File: src/rtl/snake_pkg.sv
// snake_pkg: playfield geometry, the segment coordinate pair and the
// snake_body FSM encoding shared by the snake_body files.
package snake_pkg;

   localparam int COORD_W = 7;
   localparam int GRID_W  = 64;
   localparam int GRID_H  = 48;

   // One body segment as stored in the segment buffer.
   typedef struct packed {
      logic [COORD_W-1:0] x;
      logic [COORD_W-1:0] y;
   } coord_pair_t;

   localparam logic [2:0] ST_INIT_ENC   = 3'd0;
   localparam logic [2:0] ST_IDLE_ENC   = 3'd1;
   localparam logic [2:0] ST_SCAN_ENC   = 3'd2;
   localparam logic [2:0] ST_COMMIT_ENC = 3'd3;
   localparam logic [2:0] ST_DEAD_ENC   = 3'd4;

   typedef enum logic [2:0] {
      ST_INIT   = ST_INIT_ENC,
      ST_IDLE   = ST_IDLE_ENC,
      ST_SCAN   = ST_SCAN_ENC,
      ST_COMMIT = ST_COMMIT_ENC,
      ST_DEAD   = ST_DEAD_ENC
   } state_e;

endpackage

File: src/rtl/snake_seg_ram.sv
// snake_seg_ram: segment buffer with one write port and two asynchronous
// read ports (collision scan / tail fetch, and renderer readout).
module snake_seg_ram
   import snake_pkg::*;
#(
   parameter  int DEPTH = 64,
   localparam int AW    = $clog2(DEPTH)
) (
   input  logic          clk,
   input  logic          we,
   input  logic [AW-1:0] waddr,
   input  coord_pair_t   wdata,
   input  logic [AW-1:0] scan_addr,
   output coord_pair_t   scan_data,
   input  logic [AW-1:0] rd_addr,
   output coord_pair_t   rd_data
);

   coord_pair_t mem_r [DEPTH];

   // Single write port; the array has no reset, INIT fills the live part.
   always_ff @(posedge clk) begin
      if (we) begin
         mem_r[waddr] <= wdata;
      end
   end

   assign scan_data = mem_r[scan_addr];
   assign rd_data   = mem_r[rd_addr];

endmodule

File: src/rtl/snake_body.sv
// snake_body: circular buffer of snake segments with wall / self collision
// check, commit, growth and tail-erase reporting, plus registered readout.
// Optional build macro SNAKE_WRAP_EN: heads one step past a wall wrap to
// the opposite edge instead of killing the snake.
module snake_body
   import snake_pkg::*;
#(
   parameter  int MAX_LEN  = 64,
   parameter  int INIT_LEN = 3,
   parameter  int INIT_X   = 1,
   parameter  int INIT_Y   = 1,
   localparam int AW       = $clog2(MAX_LEN)
) (
   input  logic               Clk,
   input  logic               Rst,
   input  logic               i_Step,
   input  logic [COORD_W-1:0] i_Head_x,
   input  logic [COORD_W-1:0] i_Head_y,
   input  logic               i_Grow,
   input  logic [AW-1:0]      i_Rd_Idx,
   output logic [COORD_W-1:0] o_Rd_x,
   output logic [COORD_W-1:0] o_Rd_y,
   output logic               o_Rd_Vld,
   output logic [COORD_W-1:0] o_Tail_x,
   output logic [COORD_W-1:0] o_Tail_y,
   output logic               o_Tail_Vld,
   output logic [AW:0]        o_Len,
   output logic               o_Busy,
   output logic               o_Done,
   output logic               o_Dead,
   output logic               o_Full
);

   localparam logic [AW-1:0]      ONE_A       = AW'(1);
   localparam logic [AW:0]        ONE_L       = (AW+1)'(1);
   localparam logic [AW:0]        LEN_MAX_C   = (AW+1)'(MAX_LEN);
   localparam logic [AW:0]        LEN_INIT_C  = (AW+1)'(INIT_LEN);
   localparam logic [AW-1:0]      INIT_LAST_C = AW'(INIT_LEN - 1);
   localparam logic [COORD_W-1:0] INIT_X_C    = COORD_W'(INIT_X);
   localparam logic [COORD_W-1:0] INIT_Y_C    = COORD_W'(INIT_Y);
   localparam logic [COORD_W-1:0] GRID_W_C    = COORD_W'(GRID_W);
   localparam logic [COORD_W-1:0] GRID_H_C    = COORD_W'(GRID_H);

   // Returns {kill, mapped coordinate} for one axis against its limit.
   function automatic logic [COORD_W:0] fit_coord(input logic [COORD_W-1:0] v,
                                                  input logic [COORD_W-1:0] lim);
      logic [COORD_W:0] r;
`ifdef SNAKE_WRAP_EN
      if (v == {COORD_W{1'b1}}) begin
         r = {1'b0, lim - COORD_W'(1)};
      end else if (v == lim) begin
         r = {1'b0, {COORD_W{1'b0}}};
      end else if (v > lim) begin
         r = {1'b1, v};
      end else begin
         r = {1'b0, v};
      end
`else
      if (v >= lim) begin
         r = {1'b1, v};
      end else begin
         r = {1'b0, v};
      end
`endif
      return r;
   endfunction

   state_e           state_r, state_nxt_s;
   logic [AW-1:0]    hp_r, init_k_r;
   logic [AW:0]      len_r, scan_idx_r, scan_cnt_r, len_inc_s;
   coord_pair_t      head_r;
   logic             grow_r, chk_r;
   logic [COORD_W:0] fit_x_s, fit_y_s;
   logic             wall_s, hit_s, grow_ok_s;
   logic             ram_we_s;
   logic [AW-1:0]    ram_waddr_s, scan_addr_s, rd_addr_s;
   coord_pair_t      ram_wdata_s, scan_data_s, rd_data_s;

   snake_seg_ram #(.DEPTH(MAX_LEN)) u_seg_ram (
      .clk       (Clk),
      .we        (ram_we_s),
      .waddr     (ram_waddr_s),
      .wdata     (ram_wdata_s),
      .scan_addr (scan_addr_s),
      .scan_data (scan_data_s),
      .rd_addr   (rd_addr_s),
      .rd_data   (rd_data_s)
   );

   assign o_Len = len_r;

   // Head classification, body-hit compare and buffer address generation.
   always_comb begin
      fit_x_s   = fit_coord(head_r.x, GRID_W_C);
      fit_y_s   = fit_coord(head_r.y, GRID_H_C);
      wall_s    = fit_x_s[COORD_W] | fit_y_s[COORD_W];
      hit_s     = (scan_data_s == head_r);
      grow_ok_s = i_Grow & (len_r < LEN_MAX_C);
      len_inc_s = len_r + ONE_L;
      rd_addr_s = hp_r - i_Rd_Idx;
      if (state_r == ST_COMMIT) begin
         scan_addr_s = hp_r - len_r[AW-1:0] + ONE_A;   // oldest segment
      end else begin
         scan_addr_s = hp_r - scan_idx_r[AW-1:0];
      end
   end

   // Next-state logic and segment buffer write control.
   always_comb begin
      state_nxt_s = state_r;
      ram_we_s    = 1'b0;
      ram_waddr_s = hp_r + ONE_A;
      ram_wdata_s = head_r;
      case (state_r)
         ST_INIT: begin
            ram_we_s      = 1'b1;
            ram_waddr_s   = init_k_r;
            ram_wdata_s.x = INIT_X_C + COORD_W'(init_k_r);
            ram_wdata_s.y = INIT_Y_C;
            if (init_k_r == INIT_LAST_C) begin
               state_nxt_s = ST_IDLE;
            end else begin
               state_nxt_s = ST_INIT;
            end
         end
         ST_IDLE: begin
            if (i_Step) begin
               state_nxt_s = ST_SCAN;
            end else begin
               state_nxt_s = ST_IDLE;
            end
         end
         ST_SCAN: begin
            if (chk_r) begin
               // first SCAN cycle only classifies the latched head
               if (wall_s) begin
                  state_nxt_s = ST_DEAD;
               end else begin
                  state_nxt_s = ST_SCAN;
               end
            end else if (hit_s) begin
               state_nxt_s = ST_DEAD;
            end else if (scan_idx_r == scan_cnt_r - ONE_L) begin
               state_nxt_s = ST_COMMIT;
            end else begin
               state_nxt_s = ST_SCAN;
            end
         end
         ST_COMMIT: begin
            ram_we_s    = 1'b1;
            state_nxt_s = ST_IDLE;
         end
         ST_DEAD: begin
            state_nxt_s = ST_DEAD;
         end
         default: begin
            state_nxt_s = ST_INIT;
         end
      endcase
   end

   // FSM state register.
   always_ff @(posedge Clk) begin
      if (Rst) begin
         state_r <= ST_INIT;
      end else begin
         state_r <= state_nxt_s;
      end
   end

   // Pointers, latched step, scan counters and all registered outputs.
   always_ff @(posedge Clk) begin
      if (Rst) begin
         hp_r       <= '0;
         init_k_r   <= '0;
         len_r      <= '0;
         scan_idx_r <= '0;
         scan_cnt_r <= '0;
         head_r     <= '0;
         grow_r     <= 1'b0;
         chk_r      <= 1'b0;
         o_Rd_x     <= '0;
         o_Rd_y     <= '0;
         o_Rd_Vld   <= 1'b0;
         o_Tail_x   <= '0;
         o_Tail_y   <= '0;
         o_Tail_Vld <= 1'b0;
         o_Busy     <= 1'b1;
         o_Done     <= 1'b0;
         o_Dead     <= 1'b0;
         o_Full     <= 1'b0;
      end else begin
         o_Done     <= 1'b0;
         o_Tail_Vld <= 1'b0;
         o_Busy     <= (state_nxt_s == ST_INIT) || (state_nxt_s == ST_SCAN) ||
                       (state_nxt_s == ST_COMMIT);
         o_Rd_x     <= rd_data_s.x;
         o_Rd_y     <= rd_data_s.y;
         o_Rd_Vld   <= ({1'b0, i_Rd_Idx} < len_r);
         case (state_r)
            ST_INIT: begin
               hp_r     <= init_k_r;
               init_k_r <= init_k_r + ONE_A;
               if (init_k_r == INIT_LAST_C) begin
                  len_r  <= LEN_INIT_C;
                  o_Full <= (LEN_INIT_C == LEN_MAX_C);
               end
            end
            ST_IDLE: begin
               if (i_Step) begin
                  head_r.x   <= i_Head_x;
                  head_r.y   <= i_Head_y;
                  grow_r     <= grow_ok_s;   // growth at full length saturates
                  chk_r      <= 1'b1;
                  scan_idx_r <= '0;
                  scan_cnt_r <= grow_ok_s ? len_r : (len_r - ONE_L);
               end
            end
            ST_SCAN: begin
               if (chk_r) begin
                  chk_r    <= 1'b0;
                  head_r.x <= fit_x_s[COORD_W-1:0];
                  head_r.y <= fit_y_s[COORD_W-1:0];
                  if (wall_s) begin
                     o_Dead <= 1'b1;
                     o_Done <= 1'b1;
                  end
               end else begin
                  scan_idx_r <= scan_idx_r + ONE_L;
                  if (hit_s) begin
                     o_Dead <= 1'b1;
                     o_Done <= 1'b1;
                  end
               end
            end
            ST_COMMIT: begin
               hp_r   <= hp_r + ONE_A;
               o_Done <= 1'b1;
               if (grow_r) begin
                  len_r  <= len_inc_s;
                  o_Full <= (len_inc_s == LEN_MAX_C);
               end else begin
                  o_Tail_x   <= scan_data_s.x;
                  o_Tail_y   <= scan_data_s.y;
                  o_Tail_Vld <= 1'b1;
               end
            end
            ST_DEAD: begin
               hp_r <= hp_r;
            end
            default: begin
               hp_r <= hp_r;
            end
         endcase
      end
   end

endmodule
File: config.mk
export PLATFORM = sky130hd
export DESIGN_NAME = snake_body
export DESIGN_NICKNAME = d
export VERILOG_FILES = /design/src/rtl/snake_pkg.sv /design/src/rtl/snake_seg_ram.sv /design/src/rtl/snake_body.sv
export SDC_FILE = /design/constraint.sdc
export NUM_CORES = 1
export LEC_CHECK = 0
export CORE_ASPECT_RATIO = 1.75
export CORE_MARGIN = 1
export CORE_UTILIZATION = 25
export DETAILED_ROUTE_END_ITERATION = 7
export SYNTH_ARGS = -nofsm -noshare
export SYNTH_HDL_FRONTEND = slang
export SYNTH_SLANG_ARGS = --single-unit
File: constraint.sdc
create_clock -name Clk -period 6.4 [get_ports Clk]
set_clock_uncertainty 0.15 [all_clocks]
set_input_delay 1.28 -clock Clk [delete_from_list [all_inputs] [get_ports Clk]]
set_output_delay 1.28 -clock Clk [all_outputs]
set_load 0.01 [all_outputs]
After elaboration in Yosys (flattened, before gate mapping)
Memories as Yosys holds them, arrays and structs flattened. A register that Yosys moved wholly into a read port is not among the register bits.
Index checks and enable logic that the tools add are counted.

storage, ports and cells
  bits in writable memories = 896
  flip-flop bits (word level) = 72
  output and inout bits = 41
  logic and storage cells = 109
  memories = 1

memory list
  memory           words  bits a word  read ports  clocked after memory_dff  write ports  line                 source
  u_seg_ram.mem_r  64     14           2           1                         1            snake_seg_ram.sv:19  coord_pair_t mem_r [DEPTH];

cells by class
  bitwise logic cells = 5
  add/sub/neg operators = 11
  magnitude comparators = 4
  equality and inequality tests = 15
  reductions and logical operators = 16
  multiplexer cells = 39

operators with widths
  cell                   count
  $mux W14               3
  $mux W7                5
  $pmux W14 S2           1
  $pmux W7 S2            2
  $add A6 B1 Y6 const B  3
  $sub A6 B6 Y6          3
  $mux W8                2
  $mux W1                15
  $pmux W3 S5            1
  $add A7 B1 Y7 const B  2
  $eq A14 B14 Y1         1
  $sub A7 B1 Y7 const B  2
  $eq A3 B2 Y1 const B   4
  $mux W6                2
  $pmux W6 S2            1
  $reduce_and A3 Y1      4
  $mux W3                3
  $ne A2 B2 Y1 const B   4
  $add A1 B6 Y7 const A  1
  $eq A7 B7 Y1           1
  $eq A7 B7 Y1 const B   1
  $ge A7 B6 Y1 const B   1
  $ge A7 B7 Y1 const B   1
  $lt A6 B7 Y1           1
  other kinds (15)       26

Logic depth before layout (Yosys ltp)
Gate-level depths: netlist of the first run.
An unclocked memory read counts as a cell.

  depth in word-level cells = 11
  mapped depth = 21

Hierarchy
Synthesis of the first run repeated with hierarchy kept, for this count alone.

unflattened totals
  cell total of the unflattened synthesis = 2715
  area, all modules = 46504.6 um2

modules (own cells, without submodules)
  module         times used  cells each  area an instance (um2)
  snake_seg_ram  1           2109        41677.5
  snake_body     1           606         4827.1

Worst setup path before layout of the first run
Ideal clock, no wire load.

  kind = flip-flop to flip-flop
  from = register state_r[0]
  to = memory u_seg_ram.mem_r[0][11] (netlist name) (data pin)
  stages on the path, launching flop included = 6
  slack = 1.744 ns
  required time = 5.548 ns
  data arrival time = 3.805 ns
  setup time = 0.702 ns
  cells stage by stage = dfxtp_1 -> buf_2 -> or3_1 -> clkbuf_1 -> clkbuf_1 -> o21ai_0

RTL lines
  item                    line                 source
  start, declared         snake_body.sv:68     state_e state_r, state_nxt_s;
  start signal, assigned  snake_body.sv:167    state_r <= state_nxt_s;
  end, declared           snake_seg_ram.sv:19

Final worst setup path of the first run
  from = register hp_r[1]
  to = register o_Done

on the way
  longest elaborated chain between the ends = 8

RTL lines
  item                    line               source
  start, declared         snake_body.sv:69   logic [AW-1:0] hp_r, init_k_r;
  start signal, assigned  snake_body.sv:202  hp_r <= init_k_r;
  start signal, assigned  snake_body.sv:237  hp_r <= hp_r + ONE_A;
  start signal, assigned  snake_body.sv:249  hp_r <= hp_r;
  $sub A6 B6 Y6           snake_body.sv:102  scan_addr_s = hp_r - len_r[AW-1:0] + ONE_A;
  $add A6 B1 Y6           snake_body.sv:102
  $mux W6 (*)             snake_body.sv:101  if (state_r == ST_COMMIT) begin
  $mem_v2 Z64 W14 (*)     --
  $eq A14 B14 Y1 (*)      snake_body.sv:97   hit_s = (scan_data_s == head_r);
  $mux W1 (*)             snake_body.sv:230  if (hit_s) begin
  $mux W1 (*)             snake_body.sv:220  if (chk_r) begin
  $pmux W1 S2 (*)         snake_body.sv:200  case (state_r)
  end signal, assigned    snake_body.sv:226  o_Done <= 1'b1;
  end signal, assigned    snake_body.sv:232  o_Done <= 1'b1;
  end signal, assigned    snake_body.sv:238  o_Done <= 1'b1;
  end, declared           snake_body.sv:29   output logic o_Done,

Mark *: on every way between the ends. The rest lies on a longest branch, timed or not.
A chain may end at the register's enable or synchronous reset.

==> metrics.md, run 1 <==
| Metric | Value |
|---|---|
| Status | `completed` |
| Io pins | `65` |
| Clock tree buffer depth | `3` |
| Post-route total power | `24900 µW` |
| Fmax | `0.163 GHz` |
| RSZ-0062 raised after global routing | `false` |
| Critical path required time | `6.85 ns` |
| Via density | `5.54` |
| Die height | `600 µm` |
| Period Utilization, post-route | `0.960` |
| Slew Limit Headroom | `0.0265` |
| # Max-Cap Violations | `0` |
| Crit-path max cell delay | `0.88 ns` |
| GR Overflow Total | `0` |
| Synth Area per Inst | `13.3 µm²` |
| Total track usage | `0.195` |
| Count of cell types in the netlist | `83` |
| Flops & latches, synth | `982` |
| Critical Path, Cell by Cell | `inv_1 -> ha_1 -> inv_1 -> ha_4 -> nand4b_1 -> o21ai_4 -> buf_12 -> buf_12 -> mux2i_1 -> o22ai_1 -> o311ai_0 -> o2111a_1 -> nand2_1 -> o31ai_1 -> o2111a_1 -> and4_1 -> nand2_2 -> a211oi_1` |
| PortBufs | `64` |
| HP Class | `flop to flop` |
| Count leader, synth | `edfxtp_1` |
| Worst setup path category | `flop to flop` |
| Final Core Density | `0.292` |
| Pwr dens | `420 nW/µm²` |
| Layout cells sized above 1 | `0.201` |
| WHS | `0.314 ns` |
| Fin. Hold Viols | `0` |
| Cts hold-fix bufs | `0` |
| TritonCTS Sinks | `982` |
| Element type at the critical path start | `flop` |
| Setup-failing EPs final | `0` |
| Least-Margin Pin Slew | `1.45 ns` |
| Initial antenna violation count | `9` |
| Yosys warns | `0` |
| EDFF count, synth | `896` |
| CTS root buffer | `clkbuf_16` |
| Layout Cells excl Fill | `6671` |
| Core area | `203000 µm²` |
| Leading area contributor after synthesis | `edfxtp_1` |
| Vias | `36900` |
| Synth top cells by count | `896 x edfxtp_1, 488 x nand2_1, 338 x mux2i_1` |
| Clock slew seen by the registers of the worst setup and hold paths | `0.07 ns` |
| Tmin final | `6.15 ns` |
| Antenna Nets Post-Route | `0` |
| CTS buffer count | `88` |
| Synthesized Nets | `3899` |
| Worst r2r src | `hp_r[1]$_SDFFE_PP0P_` |
| Fin. max-slew vios | `0` |
| Worst Setup SP | `hp_r[1]$_SDFFE_PP0P_` |
| Crit end category | `flop` |
| First-pass GRT wire length | `282000 µm` |
| H-Tree Depth | `3` |
| Starting density of the core | `0.251` |
| CP arrival | `6.60 ns` |
| Crit-path max FO | `38` |
| Iteration-0 DRC Markers | `4281` |
| Area grow syn2layout | `16.1%` |
| Worst R2R Path Depth | `18` |
| Full die area | `206000 µm²` |
| Largest net degree at the start of global routing | `82` |
| Wire length per cell | `30.7 µm` |
| Dpl hpwl | `140000 µm` |
| Crit path max-delay cell type | `o311ai_0` |
| Ys flop type | `edfxtp_1` |
| Worst skew pair latency | `0.72 ns` |
| Die W | `344 µm` |
| Fin nets | `3992` |
| DR DRC count | `0` |
| First-pass DRT Iterations | `6` |
| P_leak | `0.0194 µW` |
| Dominant cells by area after synthesis | `edfxtp_1 53%, mux4_2 13%, mux2i_1 6.6%` |
| Origin of the worst min-delay path | `o_Tail_y[6]$_SDFFE_PP0P_` |
| Post-Synthesis Cells | `3840` |
| Mapped Area | `51100 µm²` |
| Synth top area share | `0.527` |
| Max IR drop VDD | `0.000350 V` |
| Total wire length | `205000 µm` |
| Sequential-to-total area share from yosys stat | `0.561` |
| Vias in the first global route | `36400` |
| CTS tree | `done` |
| Synth async-reset ratio | `0` |
| RD Place Congestion | `1.00` |
| Cell row count | `219` |
| Placed Instances | `6494` |
| Worst hold stages | `2` |
[flip-flops by register name, indices dropped and copies added, names as in the netlist]
name             count
o_Rd_x               7
scan_idx_r           7
u_seg_ram.mem_r    896
o_Tail_Vld           1
chk_r                1
o_Tail_x             7
grow_r               1
scan_cnt_r           7
o_Len                7
o_Tail_y             7
o_Rd_Vld             1
o_Done               1
init_k_r             6
state_r              3
head_r              14
o_Rd_y               7
o_Full               1
hp_r                 6
o_Dead               1
o_Busy               1
[power breakdown]
group | switching, µW | internal (µW)
clock network | 2550 | 3140
logic | 7560 | 3970
registers | 168 | 7510
total | 10300 | 14600
[area by class of cell]
cell class	instances	area (µm²)
Antenna cell	15	37.5
Clock buffer	100	2270
Clock inverter	61	748
Fill cell	20300	144000
Inverter	38	143
Multi-Input combinational cell	2518	21300
Sequential cell	982	28600
Tap cell	2652	3320
Timing Repair Buffer	305	2830
[final timing paths]
check / end / slack, ns
worst max-delay path: o_Done$_SDFF_PP0_ / 0.25
worst min-delay path: o_Tail_y[6]$_SDFFE_PP0P_ / 0.31
worst max register to register: o_Done$_SDFF_PP0_ / 0.25
worst min register to register: o_Tail_y[6]$_SDFFE_PP0P_ / 0.31
[critical path: cells and delay by family, from the launching register on]
kind | cells | cell delay (ns)
buf+inv | 4 | 0.74
flops | 1 | 0.48
compound gates | 7 | 2.69
fa+ha+maj | 2 | 0.83
mux | 1 | 0.22
simple gates | 4 | 0.84
[what timing repair did]
action	in CTS	in global routing
setup buffers	0	0
pin swaps	0	0
setup endpoints to repair	4	4
gates resized for setup	1	1
[routing by layer]
| metal | track usage | vias to the layer above | wire length (µm) |
|---|---|---|---|
| met1 | 0.198 | 18900 | 65200 |
| met4 | 0.203 | 4 | 25800 |
| met2 | 0.332 | 2143 | 99700 |
| met5 | 0.000237 | - | 26 |
| li1 | - | 15300 | - |
| met3 | 0.0295 | 659 | 14300 |
[layout by cell type (no fill, tap or decap), drive strengths merged, types with 10 or more instances in the layout]
| cell type | n |
|---|---|
| edfxtp | 896 |
| nand2 | 489 |
| mux2i | 340 |
| mux4 | 298 |
| buf | 242 |
| a21oi | 206 |
| nor2 | 193 |
| a211oi | 158 |
| nand3 | 152 |
| clkbuf | 100 |
| nor2b | 89 |
| dfxtp | 86 |
| clkdlybuf4s50 | 63 |
| o21ai | 58 |
| inv | 43 |
| a22oi | 42 |
| nor3 | 35 |
| xnor2 | 35 |
| a31oi | 33 |
| mux2 | 32 |
| ha | 32 |
| clkinv | 28 |
| o22ai | 27 |
| and3 | 22 |
| xor2 | 22 |
| a32oi | 22 |
| diode | 15 |
| nand4 | 14 |
| bufinv | 14 |
| a2111oi | 14 |
| clkinvlp | 14 |
| nand2b | 13 |
| a221oi | 13 |
| a21o | 12 |
| a22o | 12 |
| or3 | 11 |
| nor4 | 11 |
| a32o | 10 |
| o21a | 10 |
[stage by stage]
stage	instance area, µm²	TNS, ns	setup slack [ns]
detailed placement	56200	-0.0749	-0.0392
finish	59300	0	0.255
CTS	59200	0	0.210
global placement	56200	0	0.107
global route	59300	0	0.127
floorplan	51100	0	1.74
[cells by family (layout without fill, tap and decap cells)]
kind of cell             count (synthesis)  after routing  share of synthesized area
XOR/XNOR                                57             57                    0.00978
flip-flops                             982            982                      0.561
adder cells (fa/ha/maj)                 35             35                    0.00902
buffers and inverters                  340            504                     0.0295
multiplexers                           670            670                      0.206
AND/OR/NAND/NOR                       1065           1065                     0.0938
other                                    0             15                          0
AO/OA/AOI/OAI                          691            691                     0.0915
Note: power is estimated with default switching activity, not from simulation.
==> inputs of run 2 (changes only) <==
PLACE_DENSITY = 0.47   (was unset)
==> run 2 against run 1 <==
Net effect: cell count about the same; hold slack lost 0.0057 ns; routed wire length up 5.3%; core utilization rose by 0.15 points; sequential power about the same; register-to-register slack worse by 0.04 ns; cell area increased by 0.50%; critical endpoint is now state_r[0]$_SDFF_PP0_; highest routed layer unchanged.
==> metrics.md, run 2 (same netlist as run 1, synthesis figures left out) <==
| Metric | Value |
|---|---|
| Crit-path max cell delay | `1.19 ns` |
| Cts hold-fix bufs | `0` |
| Post_cts resized | `0` |
| Starting density of the core | `0.251` |
| RD Place Congestion | `0.941` |
| CP arrival | `6.66 ns` |
| Top reg by flops | `u_seg_ram.mem_r` |
| Met3 Use GR | `0.0236` |
| Commonest non-fill, non-tap cell in the layout | `edfxtp_1` |
| TritonCTS Sinks | `982` |
| Crit end category | `flop` |
| Top Registers | `u_seg_ram.mem_r x896, head_r x14` |
| WHS | `0.308 ns` |
| Area grow syn2layout | `16.7%` |
| Max reg flops | `896` |
| Initial antenna violation count | `7` |
| Vias | `36400` |
| Critical path required time | `6.87 ns` |
| Element type at the critical path start | `flop` |
| RSZ-0062 raised after global routing | `false` |
| Vias in the first global route | `36600` |
| Iteration-0 DRC Markers | `3415` |
| Fill count | `20400` |
| Period Utilization, post-route | `0.967` |
| First-pass GRT wire length | `295000 µm` |
| GR Util met2 | `0.370` |
| Worst setup path category | `flop to flop` |
| Crit-path max FO | `18` |
| Max IR drop VDD | `0.000419 V` |
| Register Area | `28600 µm²` |
| Multi-input logic area | `21400 µm²` |
| Die W | `344 µm` |
| Full die area | `206000 µm²` |
| HP Class | `flop to flop` |
| Crit path max-delay cell type | `a221oi_1` |
| Placed Instances | `6504` |
| Via density | `5.46` |
| GR Overflow Total | `0` |
| Tmin final | `6.19 ns` |
| P_leak | `0.0196 µW` |
| Critical Path, Cell by Cell | `inv_1 -> ha_1 -> inv_1 -> ha_4 -> inv_1 -> fa_1 -> mux2i_4 -> nor2_1 -> buf_4 -> a221oi_1 -> mux2i_1 -> a2bb2oi_1 -> nand3_1 -> nor4b_1 -> and4_1 -> nand2_2 -> a32o_1` |
| Fin. max-slew vios | `0` |
| Setup-failing EPs final | `0` |
| Die height | `600 µm` |
| Pwr dens | `426 nW/µm²` |
| DR DRC count | `0` |
| Slew Limit Headroom | `0.0238` |
| Dpl hpwl | `150000 µm` |
| CP most frequent cell | `inv_1` |
| Clock tree buffer depth | `3` |
| Io pins | `65` |
| # Max-Cap Violations | `0` |
| Post-route total power | `25400 µW` |
| Largest net degree at the start of global routing | `83` |
| Worst skew pair latency | `0.73 ns` |
| Most frequent cells in the layout | `896 x edfxtp_1, 488 x nand2_1, 338 x mux2i_1` |
| CTS root buffer | `clkbuf_16` |
| Fmax | `0.162 GHz` |
| Clock slew seen by the registers of the worst setup and hold paths | `0.07 ns` |
| Antenna Nets Post-Route | `0` |
| Total wire length | `216000 µm` |
| Busiest grt layer | `met2` |
| Wire length per cell | `32.4 µm` |
| GRT met1 Usage | `0.207` |
| Layout cells sized above 1 | `0.209` |
| Fin. Hold Viols | `0` |
| PortBufs | `64` |
| Cell row count | `219` |
| Layout Cells excl Fill | `6673` |
| Status | `completed` |
| Total track usage | `0.207` |
| Final WS setup | `0.212 ns` |
| Pre-CTS setup slack | `0.366 ns` |
| Worst path buffer plus inverter count | `4` |
| Post-CTS Repair Setup Buffers | `0` |
| CTS buffer count | `90` |
| Least-Margin Pin Slew | `1.46 ns` |
| H-Tree Depth | `3` |
| CTS tree | `done` |
| Largest delay share family, worst path | `compound AO/OA/AOI/OAI gates` |
| Fin nets | `4003` |
| Core area | `203000 µm²` |
| First-pass DRT Iterations | `6` |
[run 2: cell types whose count changed in the layout (fill, tap and decap cells not counted), moves of 3 or more]
| cell | previous run | this run |
|---|---|---|
| clkinvlp_4 | 11 | 4 |
| clkinv_8 | 3 | 0 |
| clkinv_1 | 10 | 15 |
| nor2_2 | 40 | 58 |
| clkinv_2 | 12 | 15 |
| nor2_4 | 2 | 9 |
| nor2_1 | 151 | 126 |
| buf_4 | 210 | 216 |
| buf_12 | 31 | 34 |
| clkbuf_16 | 89 | 94 |
| diode_2 | 15 | 5 |
[run 2: area by class of cell]
type                            count  area share
Antenna cell                        5    0.000210
Clock buffer                      105      0.0403
Clock inverter                     59      0.0120
Inverter                           38     0.00239
Multi-Input combinational cell   2518       0.359
Sequential cell                   982       0.480
Tap cell                         2652      0.0557
Timing Repair Buffer              314      0.0495
[run 2: stage by stage]
step | utilization | area, µm² | TNS, ns
after floorplan | - | 51100 | 0
after global placement | 0.278 | 56400 | -1.27
after detailed placement | 0.278 | 56400 | 0
after CTS | 0.293 | 59600 | 0
after global routing | 0.293 | 59600 | 0
final | 0.293 | 59600 | 0
[run 2: report_power, final]
part           switching [µW]  internal, µW
clock network            2580          3340
registers                 172          7510
logic                    7770          4010
total                   10500         14900
[run 2: per-layer routing]
| metal | part of all wire | up-vias | routed length, µm |
|---|---|---|---|
| li1 | - | 15300 | - |
| met1 | 0.33 | 18900 | 70500 |
| met2 | 0.51 | 1684 | 110000 |
| met3 | 0.050 | 549 | 10700 |
| met4 | 0.11 | 4 | 24400 |
| met5 | 0.00012 | - | 27 |
[run 2: worst min-delay path, cell delays in order, from the launching register on]
cell and delay (ns):
dfxtp_1 0.31, nand2_1 0.05, a21oi_1 0.05
[run 2: final timing paths]
path         cells after the start                       end                      from  slack (ns)
max reg2reg                     17     state_r[0]$_SDFF_PP0_      hp_r[1]$_SDFFE_PP0P_        0.21
min reg2reg                      2  o_Tail_y[0]$_SDFFE_PP0P_  o_Tail_y[0]$_SDFFE_PP0P_        0.31
max                             17     state_r[0]$_SDFF_PP0_      hp_r[1]$_SDFFE_PP0P_        0.21
min                              2  o_Tail_y[0]$_SDFFE_PP0P_  o_Tail_y[0]$_SDFFE_PP0P_        0.31
